===== config.mk =====
export PLATFORM = sky130hd
export DESIGN_NAME = jt900h_intctl
export DESIGN_NICKNAME = d
export VERILOG_FILES = /design/src/rtl/jt900h_intctl.sv
export SDC_FILE = /design/constraint.sdc
export NUM_CORES = 1
export LEC_CHECK = 0
export BUFFER_PORTS_ARGS = -buffer_cell sky130_fd_sc_hd__buf_2
export CORE_MARGIN = 2
export CORE_UTILIZATION = 45
export DETAILED_ROUTE_END_ITERATION = 7
export GPL_ROUTABILITY_DRIVEN = 1
export PLACE_DENSITY = 0.77
export SLEW_MARGIN = 5
export SYNTH_ARGS = -nofsm -noshare
export SYNTH_HDL_FRONTEND = slang
export SYNTH_SLANG_ARGS = --single-unit
export TNS_END_PERCENT = 10

===== constraint.sdc =====
create_clock -name clk -period 5.8 [get_ports clk]
set_input_delay 0.58 -clock clk [delete_from_list [all_inputs] [get_ports clk]]
set_output_delay 0.58 -clock clk [all_outputs]
set_load 0.05 [all_outputs]

===== src/rtl/jt900h_intctl.sv =====
// Memory-mapped interrupt source for the jt900h bus: programmable countdown that raises
// irq with a level/vector, with status readback, auto-reload, ack counting and overrun.
module jt900h_intctl #(
  parameter logic [22:0] BASE  = 23'h7ff8,
  parameter logic [2:0]  VBASE = 3'd1
) (
  input  logic        clk,
  input  logic        rst,
  input  logic        cen,
  input  logic [23:1] addr,
  input  logic [15:0] din,
  input  logic [1:0]  we,
  input  logic        rd,
  output logic [15:0] dout,
  output logic        irq,
  input  logic        irq_ack,
  output logic [2:0]  int_lvl,
  output logic [7:0]  int_addr
);

  typedef enum logic [1:0] {
    IDLE  = 2'd0,
    COUNT = 2'd1,
    PEND  = 2'd2
  } state_t;

  state_t      state_reg, state_next;
  logic [7:0]  dly_reg, dly_next;
  logic        auto_reg, auto_next;
  logic [2:0]  lvl_reg, lvl_next;
  logic [7:0]  cnt_reg, cnt_next;
  logic        irq_reg, irq_next;
  logic [2:0]  int_lvl_reg, int_lvl_next;
  logic        ovr_reg, ovr_next;
  logic [7:0]  acks_reg, acks_next;

  logic        sel;
  logic [1:0]  idx;
  logic        wr_ctrl_hi, wr_ctrl_lo, wr_stat, wr_acks;
  logic        armed;
  logic [7:0]  acks_inc;

  assign sel   = (addr[23:3] == BASE[22:2]);
  assign idx   = addr[2:1];
  assign armed = (state_reg == COUNT);

  assign wr_ctrl_hi = sel && (idx == 2'd0) && we[1];
  assign wr_ctrl_lo = sel && (idx == 2'd0) && we[0];
  assign wr_stat    = sel && (idx == 2'd1) && (we != 2'b00);
  assign wr_acks    = sel && (idx == 2'd2) && (we != 2'b00);

  assign acks_inc = (acks_reg == 8'hff) ? acks_reg : acks_reg + 8'd1;

  always_comb begin
    state_next   = state_reg;
    dly_next     = dly_reg;
    auto_next    = auto_reg;
    lvl_next     = lvl_reg;
    cnt_next     = cnt_reg;
    irq_next     = irq_reg;
    int_lvl_next = int_lvl_reg;
    ovr_next     = ovr_reg;
    acks_next    = acks_reg;

    case (state_reg)
      COUNT: begin
        if (cnt_reg != 8'd0) begin
          cnt_next = cnt_reg - 8'd1;
        end else begin
          irq_next     = 1'b1;
          state_next   = PEND;
          int_lvl_next = lvl_reg;
          // Reload so the shadow countdown can detect a missed period while pending.
          if (auto_reg) cnt_next = dly_reg;
        end
      end
      PEND: begin
        if (irq_ack) begin
          irq_next  = 1'b0;
          acks_next = acks_inc;
          if (auto_reg) begin
            cnt_next   = dly_reg;
            state_next = COUNT;
          end else begin
            state_next = IDLE;
          end
        end else if (auto_reg) begin
          if (cnt_reg != 8'd0) begin
            cnt_next = cnt_reg - 8'd1;
          end else begin
            ovr_next = 1'b1;
            cnt_next = dly_reg;
          end
        end
      end
      default: ;
    endcase

    // Bus writes override the sequencer; an ack in the same cycle is still counted above.
    if (wr_ctrl_hi) dly_next = din[15:8];
    if (wr_ctrl_lo) begin
      auto_next  = din[7];
      lvl_next   = din[2:0];
      cnt_next   = we[1] ? din[15:8] : dly_reg;
      irq_next   = 1'b0;
      state_next = (din[2:0] != 3'd0) ? COUNT : IDLE;
    end
    if (wr_stat) ovr_next = 1'b0;
    if (wr_acks) acks_next = 8'd0;
  end

  always_ff @(posedge clk or posedge rst) begin
    if (rst) begin
      state_reg   <= IDLE;
      dly_reg     <= 8'd0;
      auto_reg    <= 1'b0;
      lvl_reg     <= 3'd0;
      cnt_reg     <= 8'd0;
      irq_reg     <= 1'b0;
      int_lvl_reg <= 3'd0;
      ovr_reg     <= 1'b0;
      acks_reg    <= 8'd0;
    end else if (cen) begin
      state_reg   <= state_next;
      dly_reg     <= dly_next;
      auto_reg    <= auto_next;
      lvl_reg     <= lvl_next;
      cnt_reg     <= cnt_next;
      irq_reg     <= irq_next;
      int_lvl_reg <= int_lvl_next;
      ovr_reg     <= ovr_next;
      acks_reg    <= acks_next;
    end
  end

  always_comb begin
    dout = 16'd0;
    if (sel && rd) begin
      case (idx)
        2'd0:    dout = {dly_reg, auto_reg, 4'd0, lvl_reg};
        2'd1:    dout = {ovr_reg, irq_reg, armed, 5'd0, cnt_reg};
        2'd2:    dout = {8'd0, acks_reg};
        default: dout = 16'd0;
      endcase
    end
  end

  assign irq      = irq_reg;
  assign int_lvl  = int_lvl_reg;
  assign int_addr = {VBASE, int_lvl_reg, 2'b00};

endmodule


==> results of run 1 <==
[worst max-delay path by stage]
stage / slack [ns] / cells after the start / startpoint / endpoint
finish: 2.44 / 7 / addr[19] / dout[14]
global route: 2.22 / 7 / addr[19] / dout[14]
CTS: 2.39 / 7 / addr[19] / dout[14]
detailed placement: 2.41 / 7 / addr[19] / dout[14]
global placement: 2.49 / 7 / addr[19] / dout[15]
floorplan: 2.19 / 6 / addr[19] / dout[13]
[metal layers]
metal  vias up  track usage [%]
met5         -                0
met1      1286             31.6
met2       121             38.4
li1       1261                -
met3        25             5.22
met4         0             11.5
[final cells by class]
cell class	instances	share of cell area, %
multi-input cells	249	55.9
flip-flops and latches	34	26.9
repair buffers	66	10.6
well taps	75	2.97
clock buffers	6	2.61
inverters	9	1.07
[cells in the final DEF (no fill, tap or decap), types with 6 or more instances in the layout]
cell and instances:
mux2_2 9, nor3_1 9, buf_2 64, nand2_1 16, nor2_1 32, mux2_4 8
and3_1 8, xnor2_1 7, a21oi_1 19, nor2b_1 6, clkbuf_8 6, o21ai_0 9
dfrtp_1 34, nand4_1 7, inv_1 9, a22oi_1 8, mux2i_1 23, nand3_1 7
[worst max-delay path: stages]
cell and delay (ns):
buf_2 0.09, or4_1 0.57, nor4_1 0.41, and3_1 0.29, nand2_1 0.26, nor3_1 0.28, buf_2 0.30
[per-stage QoR]
step	utilization, %	area (sq um)	instances	hold slack, ns
finish	53.1	3160	439	0.367
global route	53.1	3160	439	0.427
CTS	53.1	3160	439	0.385
detailed placement	51.7	3080	433	0.515
global placement	51.7	3080	433	0.515
floorplan	-	2800	320	0.486
[power breakdown]
group	switching (mW)	leakage, nW	internal, mW
Sequential	0.103	0.453	0.279
Combinational	0.275	1.01	0.211
Clock	0.0831	0.0431	0.0914
[logic make-up after synthesis]
| group | share of synthesized area (%) |
|---|---|
| buf+inv | 6.46 |
| compound gates | 17.3 |
| fa+ha+maj | 1.35 |
| other cells | 0.269 |
| xor+xnor | 2.83 |
| mux | 16.2 |
| simple gates | 25.1 |
| flops | 30.5 |
==> impl_metrics.py, run 1 <==
metrics = {
    "critical_path": {
        "timing.rr.end": "int_lvl[0]",
        "required_ns": 5.22,
        "path_class": "in2out",
        "path_max_fanout": 11,
        "critPathCaptureType": "output pin",
        "worstReg2RegStart": "cnt_reg[0]",
        "cp.arrival_ns": 2.78,
        "r2r_slack_ns": 2.92,
        "worst_r2r_path_depth": 6,
        "crit_path_start_kind": "input pin",
    },
    "cts": {
        "cts_buffers": 5,
        "cts_tree": "yes",
        "hold_buffers": 0,
        "postCtsSetupRepairBufs": 0,
        "cts.clk_slew.worst_paths_ns": 0.06,
        "clock_path_buffers": 2,
        "post_cts_resized": 0,
        "cts_sinks": 34,
        "root_buffer": "clkbuf_8",
        "htreeDepth": 2,
        "insertion_delay_ns": 0.29,
    },
    "drt": {
        "avgViaCountPerCell": 6.13,
        "remaining_drc_errors": 0,
        "highest_layer": "met4",
        "wl_met2_microns": 3530,
        "first_iter_violations": 334,
        "drt_wl_total_microns": 7640,
        "first_pass_iters": 4,
        "m1WireLength_microns": 3320,
        "wl_met3_microns": 557,
        "dr_total_vias": 2693,
        "wl_per_cell_microns": 17.4,
        "ant_nets": 0,
    },
    "global_route": {
        "grt_pass1_vias": 2639,
        "track_usage_pct": 24.3,
        "antenna_found_initial": 0,
        "grt_pass1_wl_microns": 12600,
        "grt_max_degree": 35,
        "grt_overflow": 0,
    },
    "synthesis": {
        "yosysTopAreaCell": "dfrtp_1",
        "synth_commonest_cells": "34 x dfrtp_1, 32 x nor2_1, 23 x mux2i_1",
        "synth_edf_count": 0,
        "avgSynthCellArea_sq_um": 8.79,
        "seq_area_frac_synth_pct": 30.5,
        "ys_top_cells_by_area": "dfrtp_1 31%, mux2i_1 8.3%, mux2_4 4.3%",
        "synth-seq-cells": 34,
        "syn_inst": 317,
        "async_flop_share_pct": 100,
        "yosysUniqueCellTypes": 60,
        "yosys_warnings": 0,
        "syn-cell-area_sq_mm": 0.00279,
        "ys.flop_type": "dfrtp_1",
        "synth_most_common_cell": "dfrtp_1",
        "yosysTopAreaCellShare_pct": 30.5,
    },
    "placed_design": {
        "place_ws_ns": 2.41,
        "portBuffers": 64,
        "gp_congestion": 0.873,
        "hpwl_microns": 5560,
    },
    "timing": {
        "timing.fmax_mhz": 298,
        "drv_slew": 0,
        "period_needed_ns": 3.36,
        "fin_skew_ns": 0.00249,
        "fin_crit_sh_pct": 57.9,
        "finalHoldViolCount": 0,
        "setup_viol": 0,
        "layout_setup_ws_ns": 2.44,
        "relSlewSlack_pct": 44.1,
        "final.setup.tns_ns": 0,
        "max_slew.worst_pin.slew_ns": 0.836,
        "grt_setup_unrepaired": "no",
    },
    "power": {
        "power_mw": 1.04,
        "vdd_drop_max_uv": 214,
        "leakagePower_nw": 1.51,
        "pwr_density_cell_mw_per_mm2": 329,
    },
    "floorplanning": {
        "io_pins": 74,
        "rows": 28,
        "die_width_microns": 82.7,
        "coreArea_sq_mm": 0.00596,
        "dieArea_sq_mm": 0.00684,
        "die_h_microns": 82.7,
        "initial_core_util_pct": 46.8,
    },
    "finish": {
        "finalNetCount": 414,
        "multi_input_area_sq_mm": 0.00177,
        "regArea_sq_um": 851,
        "area_delta_synth_final_pct": 13.5,
        "n_fill_cell": 588,
        "antenna_cells": 0,
        "drive_above_1_share_pct": 26.1,
    },
    "status": {
        "outcome": "completed",
    },
    "run": {
        "max_cap_violations": 0,
    },
    "hold_path": {
        "hold_path.class": "in2async",
    },
}
(Power assumes the default switching activity.)
==> run 2, diff against run 1 <==
ABC_AREA = 1   (was unset)
PLACE_DENSITY = 0.76   (was 0.77)
clock period = 3.4 ns   (was 5.8 ns; I/O delays follow)
==> run 2 against run 1 <==
Net effect: clock power up 85%; final area rose by 7.2%; routed wire length up 2.4%; flip-flop and latch count unchanged; worst hold slack lost 0.24 ns; count of clock-buffer cells in the layout unchanged; synthesized cell count rose by 50%; core utilization barely moved; first-iteration DRC count fell by 49%; critical path type unchanged; critical endpoint is now dout[15]; largest cell class unchanged.
==> impl_metrics.py, run 2 <==
metrics = {
    "synthesis": {
        "yosysUniqueCellTypes": 39,
        "synth_most_common_cell": "nand2_1",
        "synth_edf_count": 0,
        "synth_commonest_cells": "188 x nand2_1, 51 x nand3_1, 47 x inv_1",
        "async_flop_share_pct": 100,
        "avgSynthCellArea_sq_um": 6.32,
        "seq_area_frac_synth_pct": 28.4,
        "yosysTopAreaCell": "dfrtp_1",
        "synth-seq-cells": 34,
        "syn-cell-area_sq_mm": 0.00300,
        "yosysTopAreaCellShare_pct": 28.4,
        "syn_inst": 474,
        "ys.flop_type": "dfrtp_1",
        "yosys_warnings": 0,
        "ys_top_cells_by_area": "dfrtp_1 28%, nand2_1 24%, nand3_1 8.5%",
    },
    "finish": {
        "multi_input_area_sq_mm": 0.00182,
        "drive_above_1_share_pct": 20.8,
        "regArea_sq_um": 851,
        "final_cell_mix": "188 x nand2_1, 64 x buf_2, 51 x nand3_1",
        "antenna_cells": 0,
        "area_delta_synth_final_pct": 13.2,
        "fin_cells": 605,
        "final_common_cell": "nand2_1",
        "finalNetCount": 576,
        "n_fill_cell": 646,
    },
    "cts": {
        "cts_sinks": 34,
        "clock_path_buffers": 2,
        "cts.clk_slew.worst_paths_ns": 0.08,
        "htreeDepth": 2,
        "cts_buffers": 5,
        "root_buffer": "clkbuf_8",
        "postCtsSetupRepairBufs": 0,
        "insertion_delay_ns": 0.29,
        "hold_buffers": 0,
        "post_cts_resized": 0,
        "cts_tree": "yes",
    },
    "critical_path": {
        "path_class": "in2out",
        "required_ns": 3.06,
        "critPathCaptureType": "output pin",
        "cp.arrival_ns": 2.17,
        "crit_path_start_kind": "input pin",
        "path_max_fanout": 16,
    },
    "power": {
        "power.internal_uw": 826,
        "leakagePower_nw": 1.89,
        "p_sw_uw": 630,
        "combPwrFrac_pct": 40.5,
        "clockPowerShare_pct": 22.1,
        "vdd_drop_max_uv": 223,
        "p_sw_share_pct": 43.3,
        "pwr_density_cell_mw_per_mm2": 429,
        "seq_power_share_pct": 37.4,
    },
    "placed_design": {
        "portBuffers": 64,
        "hpwl_microns": 5930,
        "gp_congestion": 0.941,
        "dp.cells": 597,
    },
    "drt": {
        "first_pass_iters": 5,
        "drt_wl_total_microns": 7820,
        "first_iter_violations": 170,
        "dr_total_vias": 3158,
        "avgViaCountPerCell": 5.22,
        "ant_nets": 0,
        "remaining_drc_errors": 0,
        "wl_per_cell_microns": 12.9,
    },
    "timing": {
        "setup_viol": 0,
        "grt_setup_unrepaired": "no",
        "fin_skew_ns": 0.0111,
        "period_needed_ns": 2.51,
        "finalHoldViolCount": 0,
        "final.setup.tns_ns": 0,
        "timing.fmax_mhz": 399,
        "max_slew.worst_pin.slew_ns": 0.757,
        "relSlewSlack_pct": 49.4,
        "fin_crit_sh_pct": 73.8,
        "drv_slew": 0,
    },
    "floorplanning": {
        "dieArea_sq_mm": 0.00733,
        "io_pins": 74,
        "coreArea_sq_mm": 0.00639,
        "rows": 29,
        "initial_core_util_pct": 46.9,
        "die_h_microns": 85.6,
        "die_width_microns": 85.6,
    },
    "global_route": {
        "grt_max_degree": 35,
        "grt_overflow": 0,
        "grt_pass1_wl_microns": 13200,
        "track_usage_pct": 22.1,
        "antenna_found_initial": 0,
        "grt_pass1_vias": 2844,
    },
    "hold_path": {
        "hold_path.class": "in2async",
    },
    "status": {
        "outcome": "completed",
    },
    "run": {
        "max_cap_violations": 0,
    },
}
run 2: cell types whose count changed in the layout (fill, tap and decap cells not counted), moves of 7 or more:
| cell | previous run | this run |
|---|---|---|
| mux2i_1 | 23 | 0 |
| a21oi_1 | 19 | 9 |
| nand3_1 | 7 | 51 |
| inv_1 | 9 | 47 |
| and3_1 | 8 | 0 |
| nand2_1 | 16 | 188 |
| o21ai_0 | 9 | 18 |
| a22oi_1 | 8 | 1 |
| mux2_2 | 9 | 2 |
| o21ai_2 | 0 | 9 |
run 2: cell families after synthesis:
kind of cell	Yosys count	share of synthesized area, %
XOR/XNOR	6	1.75
multiplexers	5	2.25
AND/OR/NAND/NOR	302	45.3
buffers and inverters	74	11.2
adder cells (fa/ha/maj)	3	1.25
flip-flops	34	28.4
AO/OA/AOI/OAI	48	9.56
other	2	0.251
run 2: worst paths after layout:
check | start | endpoint | slack (ns) | cells past startpoint
worst min-delay path | rst | acks_reg[2] | 0.13 | 3
worst max register to register | cnt_reg[0] | cnt_reg[6] | 1.37 | 13
worst min register to register | state_reg[0] | state_reg[0] | 0.49 | 2
min in group clk | din[7] | auto_reg | 0.29 | 3
max in group asynchronous | rst | cnt_reg[7] | 2.95 | 3
worst max-delay path | addr[23] | dout[15] | 0.89 | 9
run 2: worst max-delay path, stage by stage:
cell,delay [ns]
buf_2,0.10
nor2_1,0.09
nand2_1,0.05
nor2_1,0.14
inv_1,0.06
nor2_2,0.12
nand3_1,0.52
a21oi_1,0.42
buf_2,0.32
run 2: stage by stage:
step	total power [mW]	hold slack, ns	instance area [sq um]	setup WS (ns)	util (%)
finish	1.46	0.130	3390	0.892	53.1
global route	1.58	0.166	3390	0.728	53.1
CTS	1.45	0.144	3390	0.923	53.1
detailed placement	1.13	0.465	3300	0.930	51.6
global placement	1.11	0.462	3300	0.978	51.6
floorplan	0.994	0.449	3010	1.05	-
run 2: area by class of cell:
class                   instances  area share (%)
clock buffers                   6            2.43
multi-input cells             369            53.7
flip-flops and latches         34            25.1
inverters                      51            5.72
clock inverters                 2           0.369
repair buffers                 66            9.89
well taps                      77            2.84
run 2: power groups by stage:
stage | sequential [mW] | clock (mW) | combinational [mW]
6_report | 0.544 | 0.323 | 0.590
5_1_grt | 0.549 | 0.350 | 0.679
4_1_cts | 0.541 | 0.330 | 0.583
3_5_place_dp | 0.548 | 0 | 0.581
3_3_place_gp | 0.547 | 0 | 0.563
2_1_floorplan | 0.515 | 0 | 0.479
run 2: metal layers:
| metal | part of all wire (%) | up-vias | routed length, microns | track usage, % |
|---|---|---|---|---|
| met3 | 5.7 | 6 | 444 | 3.66 |
| met4 | 0.97 | 0 | 76 | 6.64 |
| li1 | - | 1602 | - | - |
| met2 | 46 | 107 | 3610 | 36.0 |
| met1 | 47 | 1443 | 3690 | 30.1 |
| met5 | 0 | - | 0 | 0 |
